File: src/rtl/vote_pkg.sv
// -----------------------------------------------------------------------------
// vote_pkg
// Shared types and constants for the three-voter round controller.
//   state_t    : round sequencer states (IDLE, COLLECT, DONE)
//   N_VOTERS   : number of voters, and therefore the voter-vector width
//   vote_vec_t : one bit per voter (valid, ack, ballot, got mask)
// -----------------------------------------------------------------------------
package vote_pkg;

    localparam int N_VOTERS = 3;

    typedef logic [N_VOTERS-1:0] vote_vec_t;

    typedef enum logic [1:0] {
        IDLE    = 2'b00,
        COLLECT = 2'b01,
        DONE    = 2'b10
    } state_t;

endpackage : vote_pkg

File: src/rtl/vote_maj3.sv
// -----------------------------------------------------------------------------
// vote_maj3
// Purely combinational 2-of-3 majority cell.
//   a, b, c : input bits
//   y       : 1 when at least two of a, b, c are 1
// -----------------------------------------------------------------------------
module vote_maj3 (
    input  logic a,
    input  logic b,
    input  logic c,
    output logic y
);

    assign y = (a & b) | (b & c) | (c & a);

endmodule : vote_maj3

File: src/rtl/vote_round_ctrl.sv
// -----------------------------------------------------------------------------
// vote_round_ctrl
// Opens a voting round on request, collects one ballot from each of three
// voters through per-voter valid/ack handshakes, closes the round when every
// ballot is in or the collection timer expires, and presents the 2-of-3
// decision through a valid/ready handshake.
//
// Parameters
//   TIMEOUT : maximum number of COLLECT cycles per round (2..65535)
//   CNT_W   : width of the completed-round counter
//
// Ports
//   clk         : system clock, rising edge
//   rst_n       : asynchronous active-low reset
//   start       : open a round (sampled in IDLE only)
//   vote_valid  : per-voter ballot present, held until acked
//   vote_val    : per-voter ballot value, stable while valid
//   vote_ack    : per-voter ballot accepted this cycle (combinational)
//   busy        : round in progress (COLLECT or DONE)
//   res_valid   : result available (DONE)
//   res_ready   : consumer accepts the result
//   res_out     : majority of received ballots, missing ballots count as 0
//   res_timeout : round closed with fewer than three ballots
//   res_mask    : which ballots were received
//   round_cnt   : completed rounds, wraps modulo 2^CNT_W
// -----------------------------------------------------------------------------
module vote_round_ctrl
    import vote_pkg::*;
#(
    parameter int TIMEOUT = 16,
    parameter int CNT_W   = 8
) (
    input  logic             clk,
    input  logic             rst_n,
    input  logic             start,
    input  logic [2:0]       vote_valid,
    input  logic [2:0]       vote_val,
    output logic [2:0]       vote_ack,
    output logic             busy,
    output logic             res_valid,
    input  logic             res_ready,
    output logic             res_out,
    output logic             res_timeout,
    output logic [2:0]       res_mask,
    output logic [CNT_W-1:0] round_cnt
);

    // The timer only has to reach TIMEOUT-1: the FSM leaves COLLECT there.
    localparam int              TMR_W    = $clog2(TIMEOUT);
    localparam logic [TMR_W-1:0] TMR_LAST = TMR_W'(TIMEOUT - 1);

    state_t            state_q;
    state_t            state_d;
    vote_vec_t         got_q;
    vote_vec_t         ballot_q;
    logic [TMR_W-1:0]  timer_q;
    logic [CNT_W-1:0]  round_cnt_q;

    logic              start_round;
    logic              close_round;
    logic              result_taken;
    logic              in_done;
    logic              maj_y;

    // -------------------------------------------------------------------------
    // Next-state and handshake decode
    // -------------------------------------------------------------------------
    always_comb begin
        // NOTE: every signal written here gets a default first, so no path
        // through the case leaves it unassigned and no latch is inferred.
        state_d      = state_q;
        vote_ack     = '0;
        start_round  = 1'b0;
        close_round  = 1'b0;
        result_taken = 1'b0;

        unique case (state_q)
            IDLE: begin
                if (start) begin
                    state_d     = COLLECT;
                    start_round = 1'b1;
                end
            end

            COLLECT: begin
                // A voter already accepted this round is not acked again.
                vote_ack = vote_valid & ~got_q;
                // Ballots acked in the closing cycle still count, hence the
                // OR with this cycle's acks.
                if (((got_q | vote_ack) == 3'b111) || (timer_q == TMR_LAST)) begin
                    state_d     = DONE;
                    close_round = 1'b1;
                end
            end

            DONE: begin
                if (res_ready) begin
                    state_d      = IDLE;
                    result_taken = 1'b1;
                end
            end

            default: begin
                state_d = IDLE;
            end
        endcase
    end

    // -------------------------------------------------------------------------
    // State register
    // -------------------------------------------------------------------------
    always_ff @(posedge clk or negedge rst_n) begin
        // NOTE: sequential state uses non-blocking assignments so every
        // register samples pre-edge values regardless of process ordering.
        if (!rst_n) begin
            state_q <= IDLE;
        end else begin
            state_q <= state_d;
        end
    end

    // -------------------------------------------------------------------------
    // Ballot, got mask, collection timer and round counter
    // -------------------------------------------------------------------------
    always_ff @(posedge clk or negedge rst_n) begin
        if (!rst_n) begin
            got_q       <= '0;
            ballot_q    <= '0;
            timer_q     <= '0;
            round_cnt_q <= '0;
        end else begin
            if (start_round) begin
                got_q    <= '0;
                ballot_q <= '0;
                timer_q  <= '0;
            end else if (state_q == COLLECT) begin
                got_q    <= got_q | vote_ack;
                ballot_q <= (ballot_q & ~vote_ack) | (vote_val & vote_ack);
                // Hold the timer on the closing cycle so it never wraps.
                if (!close_round) begin
                    timer_q <= timer_q + 1'b1;
                end
            end

            if (result_taken) begin
                round_cnt_q <= round_cnt_q + 1'b1;
            end
        end
    end

    // -------------------------------------------------------------------------
    // Majority of received ballots; missing ballots are masked to 0
    // -------------------------------------------------------------------------
    vote_maj3 u_maj (
        .a (ballot_q[0] & got_q[0]),
        .b (ballot_q[1] & got_q[1]),
        .c (ballot_q[2] & got_q[2]),
        .y (maj_y)
    );

    // -------------------------------------------------------------------------
    // Outputs: decoded from registers only, so res_ready never reaches them
    // combinationally. Result fields read 0 outside DONE.
    // -------------------------------------------------------------------------
    assign in_done     = (state_q == DONE);
    assign busy        = (state_q != IDLE);
    assign res_valid   = in_done;
    assign res_out     = in_done & maj_y;
    assign res_mask    = in_done ? got_q : 3'b000;
    assign res_timeout = in_done & (got_q != 3'b111);
    assign round_cnt   = round_cnt_q;

    // -------------------------------------------------------------------------
    // Design invariants
    // -------------------------------------------------------------------------
    a_ack_only_in_collect : assert property (
        @(posedge clk) disable iff (!rst_n)
        (state_q != COLLECT) |-> (vote_ack == 3'b000)
    );

    a_timer_bounded : assert property (
        @(posedge clk) disable iff (!rst_n)
        (timer_q <= TMR_LAST)
    );

endmodule : vote_round_ctrl

File: config.mk
export PLATFORM = sky130hd
export DESIGN_NAME = vote_round_ctrl
export DESIGN_NICKNAME = d
export VERILOG_FILES = /design/src/rtl/vote_pkg.sv /design/src/rtl/vote_maj3.sv /design/src/rtl/vote_round_ctrl.sv
export SDC_FILE = /design/constraint.sdc
export NUM_CORES = 1
export LEC_CHECK = 0
export CELL_PAD_IN_SITES_DETAIL_PLACEMENT = 1
export CELL_PAD_IN_SITES_GLOBAL_PLACEMENT = 1
export CORE_ASPECT_RATIO = 1.1
export CORE_MARGIN = 4
export CORE_UTILIZATION = 35
export CTS_CLUSTER_SIZE = 24
export DETAILED_ROUTE_END_ITERATION = 8
export PLACE_DENSITY = 0.88
export SLEW_MARGIN = 5
export SYNTH_ARGS = -nofsm -noshare
export SYNTH_HDL_FRONTEND = slang
export SYNTH_HIERARCHICAL = 1
export SYNTH_SLANG_ARGS = --single-unit
File: constraint.sdc
create_clock -name clk -period 1.84 [get_ports clk]
set_clock_uncertainty 0.2 [all_clocks]
set_input_delay 0.276 -clock clk [delete_from_list [all_inputs] [get_ports clk]]
set_output_delay 0.276 -clock clk [all_outputs]
set_load 0.1 [all_outputs]
==> run_results.csv, run 1 <==
group,metric,value,unit
placed_design,portBuffers,27,
placed_design,gp_congestion,0.810,
clock_network,cts_buffer_depth,2,
timing,fin_ws,-0.107,ns
worst_setup_path,rr_startpoint,"got_q[1]",
worst_setup_path,crit_slowest_cell,"dfrtp_1",
synthesis,synth_top_cell_by_area,"dfrtp_1",
timing,post-route-period-util,106,%
grt,grtUsageTotal,16.5,%
worst_setup_path,slowest_delay,0.40,ns
placed_design,dp_hpwl,2.11,mm
worst_setup_path,crit_type,"reg -> out",
worst_setup_path,reg2reg_slack,0.23,ns
synthesis,syn_nets,106,
grt,first_global_vias,1009,
layout,design_area,1660,um^2
clock_network,cts-root-buf,"clkbuf_4",
worst_setup_path,r2r_end,"timer_q[2]",
floorplanning,die-height,63.4,um
synthesis,ys_ff_latch,20,
placed_design,dp_cells,156,
placed_design,dp_slack,-0.0260,ns
synthesis,ys.flop_type,"dfrtp_1",
synthesis,yosys-top-cells-area,"dfrtp_1 (51%), and2_1 (5.1%), xnor2_1 (4.5%), nand2_1 (3.8%), nand3_1 (3.1%)",
pwr,p_leak,0.778,nW
route,dr_total_vias,887,
synthesis,ys.warnings.count,6,
route,antenna_left,0,
grt,grt_pass1_wl,4.71,mm
clock_network,cts_tree,"yes",
clock_network,htreeDepth,1,
synthesis,synth_edf_count,0,
pwr,vdd_drop_max,0.00162,V
route,drcViolationCount,0,
clock_network,clkLatencyLatePin,0.29,ns
timing,hold_viol_final,0,
worst_setup_path,critPathLaunchType,"flop",
worst_setup_path,crit_path_frequent_cell,"and2_4",
hold_path,min_path_type,"in -> async",
grt,overflow,0,
floorplanning,die_w,58.4,um
floorplanning,design.core.area,2590,um^2
layout,syn2layout_area_growth,70.3,%
synthesis,syn_area_per_cell,10.4,um^2
clock_network,clk_pin_slew,0.11,ns
synthesis,synthesis.area,977,um^2
grt,grt_max_degree,21,
worst_setup_path,path_cells,"and2_4 > maj3_2 > and2_4 > buf_12",
clock_network,cts_hold_buf,0,
timing,setup_violations,4,
synthesis,synth_most_common_cell,"dfrtp_1",
clock_network,clock_sinks,20,
layout,fin_nets,153,
worst_setup_path,end_kind,"output port",
synthesis,synthCells,94,
grt,antenna_found_initial,0,
floorplanning,io-pin-count,28,
timing,max_slew_margin,80.2,%
layout,fin_util,64.2,%
synthesis,synth_cell_types,30,
synthesis,ys_seq_area_share,51.2,%
worst_setup_path,arrival,1.47,ns
layout,drive_above_1_share,42.9,%
route,drt_iter0_drc,11,
layout,final_cells,171,
floorplanning,initial_core_util,37.7,%
timing,period_needed,1.95,ns
run,max_cap_violations,0,
worst_setup_path,reg2reg_depth,4,
clock_network,numCtsBuffers,3,
placed_design,postPlaceCellArea,1530,um^2
layout,diodes,0,
timing,tightest_slew,0.296,ns
synthesis,synth_common_cells,"dfrtp_1 (20), nand2_1 (10), and2_1 (8)",
pwr,power_density,1810,nW/um^2
route,wire_per_inst,16.5,um
floorplanning,core.rowCount,19,
timing,rsz0062_at_grt,"yes",
worst_setup_path,worstPathMaxFanout,2,
synthesis,yosysTopAreaCellShare,51.2,%
floorplanning,die_area,3700,um^2
worst_setup_path,crit_required,1.36,ns
timing,slew_viol_final,0,
route,first_pass_iters,4,
status,violations,"setup timing",
synthesis,async_flop_share,100,%
route,viasPerCell,5.19,
timing,clock.fmax,0.514,GHz
route,wl,2.82,mm
status,status,"finished, violations left",
[stage by stage]
stage / hold WS, ns / power, W / setup TNS (ns)
after floorplan: -0.220 / 0.00188 / -0.222
after global placement: 0.303 / 0.00251 / 0
after detailed placement: 0.310 / 0.00258 / -0.0260
after CTS: 0.111 / 0.00295 / -0.220
after global routing: 0.117 / 0.00316 / -0.369
final: 0.112 / 0.00301 / -0.155
[flip-flops by register name, summed over array words and instances, names as in the netlist]
| register | count |
|---|---|
| ballot_q | 3 |
| got_q | 3 |
| timer_q | 4 |
| round_cnt | 8 |
| state_q | 2 |
[metal layers]
layer	vias up	global-route usage (%)	part of all wire, %
met5	-	0	0
met3	0	2.04	3.7
met2	26	31.0	58
li1	418	-	-
met1	443	18.9	39
met4	0	4.64	0
[layout make-up]
type | instances | area, um^2
fillers | 257 | 927
repair buffers | 44 | 582
flip-flops and latches | 20 | 507
multi-input cells | 69 | 497
well taps | 31 | 38.8
clock buffers | 4 | 26.3
inverters | 3 | 13.8
[report_power, final]
group | internal [W] | switching (W)
Clock | 0.0000843 | 0.000131
Combinational | 0.000823 | 0.00121
Sequential | 0.000596 | 0.000157
Total | 0.00150 | 0.00150
[worst max-delay path by stage]
stage	start	endpoint	slack, ns	cells after the start
final	ballot_q[1]	res_out	-0.11	4
after global routing	ballot_q[1]	res_out	-0.17	4
after CTS	got_q[2]	res_out	-0.11	4
after detailed placement	vote_valid[1]	timer_q[2]	-0.03	5
after global placement	res_ready	round_cnt[7]	0.10	5
after floorplan	state_q[0]	res_timeout	-0.16	2
[placed cells by master, fill, tap and decap left out, types with 2 or more instances in the layout]
cell,instances
dfrtp_1,15
o21ai_1,3
xor2_1,3
and3b_2,3
dfrtp_2,5
nor2_1,7
buf_12,18
and2_4,7
a21oi_1,3
nand2_1,10
inv_1,2
o21ai_0,2
nand3_1,6
buf_4,16
clkdlybuf4s50_1,9
clkbuf_4,3
xnor2_1,5
o211ai_1,2
ha_1,2
and3_1,3
[cells by family after synthesis]
kind of cell	after synthesis	share of synthesized area [%]
muxes	2	2.18
xor gates and xnor gates	8	7.17
adders and majority gates	3	3.71
buffers and inverters	5	2.30
AOI/OAI and AO/OA	15	11.3
DFF	20	51.2
and+or+nand+nor	41	22.2
[repair_timing]
| action | in CTS | in global routing |
|---|---|---|
| resized for setup | 7 | 3 |
| buffers inserted | 7 | 6 |
| pin swaps | 4 | 3 |
| setup endpoints to repair | 8 | 7 |
| endpoints found under the hold margin | 0 | 0 |
[critical path, delay by kind of cell (launching register included)]
kind / cells / cell delay, ns
buffers and inverters: 1 / 0.16
and+or+nand+nor: 2 / 0.32
adders and majority gates: 1 / 0.31
DFF: 1 / 0.40
(Power assumes the default switching activity.)
==> run 2, diff against run 1 <==
Settings changed: CORE_MARGIN 4 to 5.
==> run 2 against run 1 <==
  * The run still ends with setup timing left
  * Clock power up 77%
  * First-iteration DRC count up 64%
  * Count of clock-buffer cells in the layout down 1
  * Critical path depth unchanged
  * Sequential power about the same
  * Via count up 1.1%
  * Maximum frequency down 1.0%
  * Final cell count unchanged
  * Total power up 6.1%
  * Die area up 6.7%
  * Global-route usage up 1.7 points
  * Critical path type unchanged
==> run_results.csv, run 2 (same netlist as run 1, synthesis figures left out) <==
group,metric,value,unit
timing,fin_ws,-0.127,ns
layout,diodes,0,
route,first_pass_iters,4,
worst_setup_path,crit_required,1.36,ns
pwr,seqPwrFrac,23.6,%
timing,post-route-period-util,107,%
layout,fin_nets,151,
placed_design,gp_congestion,0.794,
worst_setup_path,slowest_delay,0.43,ns
timing,period_needed,1.97,ns
route,drt_iter0_drc,18,
route,drcViolationCount,0,
hold_path,min_path_type,"in -> async",
pwr,vdd_drop_max,0.00124,V
clock_network,clk_pin_slew,0.13,ns
grt,overflow,0,
clock_network,clkLatencyLatePin,0.32,ns
timing,whs,0.0877,ns
pwr,power_density,1900,nW/um^2
worst_setup_path,crit_slowest_cell,"dfrtp_1",
worst_setup_path,path_cells,"and2_4 > maj3_2 > and2_4 > buf_12",
run,max_cap_violations,0,
floorplanning,die-height,65.4,um
timing,max_slew_margin,77.5,%
clock_network,clock_sinks,20,
timing,slew_viol_final,0,
pwr,p_sw,0.00157,W
layout,most-common-layout-cells,"buf_12 (18), dfrtp_1 (14), buf_4 (14)",
pwr,clockPowerShare,11.9,%
placed_design,dp_slack,0.0340,ns
route,dr_total_vias,897,
placed_design,portBuffers,27,
grt,grt_max_degree,21,
layout,largest_reg_flops,8,
clock_network,cts_buffer_depth,2,
layout,final_common_cell,"buf_12",
worst_setup_path,worstPathMaxFanout,2,
route,wl,3.25,mm
route,wire_per_inst,19.0,um
worst_setup_path,arrival,1.49,ns
grt,first_global_vias,1044,
timing,rsz0062_at_grt,"yes",
status,violations,"setup timing",
clock_network,htreeDepth,1,
floorplanning,initial_core_util,35.8,%
worst_setup_path,crit_buf_inv,1,
floorplanning,io-pin-count,28,
floorplanning,core.rowCount,20,
timing,hold_viol_final,0,
clock_network,cts-root-buf,"clkbuf_4",
layout,syn2layout_area_growth,72.1,%
clock_network,cts_tree,"yes",
grt,grtUsageTotal,18.3,%
layout,fin_util,61.7,%
worst_setup_path,crit_type,"reg -> out",
timing,setup_violations,9,
pwr,power,0.00319,W
grt,antenna_found_initial,0,
worst_setup_path,end_kind,"output port",
timing,clock.fmax,0.508,GHz
floorplanning,die_w,60.4,um
status,status,"finished, violations left",
layout,drive_above_1_share,43.5,%
pwr,switching_share,49.2,%
floorplanning,design.core.area,2730,um^2
route,antenna_left,0,
pwr,p_leak,0.778,nW
grt,grt_pass1_wl,5.18,mm
route,viasPerCell,5.25,
timing,fin_setup_tns,-0.317,ns
timing,tightest_slew,0.337,ns
clock_network,numCtsBuffers,3,
floorplanning,die_area,3950,um^2
placed_design,dp_hpwl,2.14,mm
worst_setup_path,critPathLaunchType,"flop",
pwr,p_comb_share,64.4,%
worst_setup_path,cp_top_family,"flip-flops",
pwr,intPower,0.00162,W
clock_network,cts_hold_buf,0,
worst_setup_path,crit_path_frequent_cell,"and2_4",
run 2: cell count changes in the layout (fill, tap and decap cells not counted):
cell	before	now
buf_4	16	14
dfrtp_2	5	6
inv_4	1	0
dfrtp_1	15	14
bufinv_16	0	1
clkbuf_1	1	0
inv_6	0	1
run 2: cell type report:
class                   instances  area [um^2]
well taps                      33         41.3
clock inverters                 1         30.0
fillers                       289         1050
inverters                       3         16.3
repair buffers                 42          567
flip-flops and latches         20          508
clock buffers                   3         22.5
multi-input cells              69          497
run 2: final timing paths:
| check | startpoint | end | slack, ns | depth (start not counted) |
|---|---|---|---|---|
| worst min register to register | round_cnt[2] | round_cnt[2] | 0.33 | 1 |
| min in group clk | vote_val[2] | ballot_q[2] | 0.28 | 3 |
| worst max-delay path | got_q[0] | res_out | -0.13 | 4 |
| worst max register to register | state_q[1] | timer_q[2] | 0.07 | 6 |
| max in group asynchronous | rst_n | got_q[1] | 1.12 | 2 |
| worst min-delay path | rst_n | round_cnt[5] | 0.09 | 2 |
run 2: timing repair:
action                                  CTS  global route
gates resized for setup                   3             8
setup buffers                             8             3
gates cloned                              0             0
endpoints found under the setup margin    8            10
pin swaps                                 2             7
run 2: per-layer routing:
layer / wire length, um / track usage, %
met1: 1190 / 17.6
met2: 1910 / 37.0
met3: 96 / 1.77
met4: 53 / 7.76
met5: 0 / 0
run 2: per-stage QoR:
stage | instances | cell area (um^2)
2_1_floorplan | 94 | 1000
3_3_place_gp | 157 | 1520
3_5_place_dp | 157 | 1520
4_1_cts | 169 | 1640
5_1_grt | 171 | 1680
6_report | 171 | 1680
run 2: power groups by stage:
stage	Combinational [W]	Clock [W]	Sequential, W
5_1_grt	0.00214	0.000412	0.000776
3_5_place_dp	0.00182	0	0.000750
2_1_floorplan	0.000902	0	0.000973
6_report	0.00206	0.000380	0.000754
3_3_place_gp	0.00176	0	0.000740
4_1_cts	0.00196	0.000378	0.000738
==> run 3, diff against run 2 <==
Clock period 1.84 ns to 1.9 ns, I/O delays scaled along.
==> run 3 against run 2 <==
  * The run still ends with setup timing left
  * Final cell count increased by 2.9%
  * Register-to-register slack better by 0.13 ns
  * Via count rose by 1.4%
  * Critical path depth unchanged
  * First-iteration DRC count down 33%
  * Die area did not move
  * Count of clock-buffer cells in the layout stayed put
  * Design area is 0.74% higher
  * Hold slack better by 0.027 ns
  * Sequential share of layout area is 0.44 points lower
  * Critical endpoint unchanged
==> run_results.csv, run 3 (same netlist as run 1, synthesis figures left out) <==
group,metric,value,unit
status,status,"finished, violations left",
status,violations,"setup timing",
worst_setup_path,crit_required,1.41,ns
route,drcViolationCount,0,
pwr,vdd_drop_max,0.00111,V
timing,slew_viol_final,0,
worst_setup_path,arrival,1.47,ns
layout,most-common-layout-cells,"buf_4 (20), buf_12 (18), dfrtp_1 (17)",
timing,post-route-period-util,103,%
grt,antenna_found_initial,0,
run,max_cap_violations,0,
route,dr_total_vias,910,
layout,drive_above_1_share,42.7,%
clock_network,cts_tree,"yes",
placed_design,gp_congestion,0.803,
pwr,p_comb_share,65.4,%
worst_setup_path,r2r_end,"round_cnt[1]",
floorplanning,design.core.area,2730,um^2
layout,final_cells,176,
timing,setup_violations,8,
floorplanning,die_area,3950,um^2
timing,fin_ws,-0.0588,ns
timing,clock.fmax,0.511,GHz
floorplanning,die-height,65.4,um
pwr,p_leak,0.798,nW
worst_setup_path,reg2reg_depth,6,
clock_network,cts_hold_buf,0,
floorplanning,die_w,60.4,um
clock_network,cts_buffer_depth,2,
grt,grt_max_degree,21,
clock_network,clock_sinks,20,
worst_setup_path,reg2reg_slack,0.20,ns
timing,rsz0062_at_grt,"yes",
layout,syn2layout_area_growth,73.4,%
hold_path,min_path_type,"in -> async",
placed_design,dp_hpwl,2.18,mm
timing,max_slew_margin,80.8,%
floorplanning,initial_core_util,35.8,%
pwr,intPower,0.00159,W
grt,grt_pass1_wl,4.95,mm
worst_setup_path,slowest_delay,0.42,ns
layout,final_common_cell,"buf_4",
route,drt_iter0_drc,12,
grt,first_global_vias,1014,
timing,period_needed,1.96,ns
grt,grtUsageTotal,16.9,%
clock_network,cts-root-buf,"clkbuf_4",
route,antenna_left,0,
clock_network,clk_pin_slew,0.12,ns
timing,whs,0.115,ns
route,first_pass_iters,4,
pwr,seqPwrFrac,23.2,%
pwr,power_density,1810,nW/um^2
worst_setup_path,crit_slowest_cell,"dfrtp_1",
layout,fin_nets,156,
placed_design,dp_cells,158,
clock_network,clkLatencyLatePin,0.30,ns
pwr,clockPowerShare,11.4,%
placed_design,portBuffers,27,
worst_setup_path,critPathLaunchType,"flop",
timing,tightest_slew,0.287,ns
route,viasPerCell,5.17,
worst_setup_path,crit_path_frequent_cell,"and2_4",
worst_setup_path,crit_type,"reg -> out",
floorplanning,core.rowCount,20,
layout,largest_reg_flops,8,
route,wire_per_inst,17.7,um
grt,overflow,0,
worst_setup_path,rr_startpoint,"state_q[0]",
route,wl,3.11,mm
timing,hold_viol_final,0,
layout,diodes,0,
pwr,p_sw,0.00149,W
pwr,switching_share,48.4,%
worst_setup_path,worstPathMaxFanout,2,
clock_network,numCtsBuffers,3,
worst_setup_path,path_cells,"and2_4 > maj3_2 > and2_4 > buf_12",
worst_setup_path,end_kind,"output port",
clock_network,htreeDepth,1,
floorplanning,io-pin-count,28,
pwr,power,0.00307,W
## run 3: power groups by stage
stage / registers, W / logic, W / clock network (W)
after detailed placement: 0.000718 / 0.00179 / 0
after global placement: 0.000701 / 0.00173 / 0
after global routing: 0.000732 / 0.00212 / 0.000381
after CTS: 0.000708 / 0.00191 / 0.000358
final: 0.000712 / 0.00201 / 0.000350
after floorplan: 0.000941 / 0.000873 / 0
## run 3: worst max-delay path by stage
stage	start	slack, ns	to	cells after the start
after floorplan	state_q[0]	-0.11	res_timeout	2
after global placement	res_ready	0.13	round_cnt[7]	5
after detailed placement	vote_valid[2]	0.1	timer_q[2]	5
after CTS	got_q[2]	-0.05	res_out	4
after global routing	state_q[0]	-0.14	vote_ack[0]	4
final	got_q[2]	-0.06	res_out	4
## run 3: worst max-delay path: cells and delay by family, from the launching register on
family / cells / cell delay (ns)
adder cells (fa/ha/maj): 1 / 0.28
buffers and inverters: 1 / 0.16
flip-flops: 1 / 0.42
AND/OR/NAND/NOR: 2 / 0.32
## run 3: metal layers
metal | vias to the layer above | track usage (%) | share of wire [%] | wire (um)
met5 | - | 0 | 0 | 0
met4 | 0 | 4.43 | 0.19 | 6
met3 | 2 | 2.16 | 3.4 | 105
met2 | 14 | 31.8 | 60 | 1860
met1 | 470 | 19.5 | 37 | 1140
li1 | 424 | - | - | -
## run 3: cell type report
| cell class | instances | area, um^2 |
|---|---|---|
| Timing Repair Buffer | 47 | 601 |
| Multi-Input combinational cell | 69 | 484 |
| Inverter | 3 | 11.3 |
| Clock buffer | 3 | 22.5 |
| Sequential cell | 20 | 504 |
| Tap cell | 33 | 41.3 |
| Fill cell | 270 | 1030 |
| Clock inverter | 1 | 30.0 |
## run 3: through the flow
stage	area, um^2	setup TNS [ns]	utilization [%]	worst slack, ns
after detailed placement	1530	0	56.0	0.0958
after CTS	1640	-0.222	60.3	-0.0535
after floorplan	1000	-0.107	-	-0.107
after global routing	1690	-1.04	62.1	-0.139
final	1690	-0.151	62.1	-0.0588
after global placement	1530	0	56.0	0.131
## run 3: repair_timing
item	4_1_cts	5_1_grt
buffers inserted	8	6
setup endpoints to repair	7	9
resized for setup	2	2
pin swaps	4	2
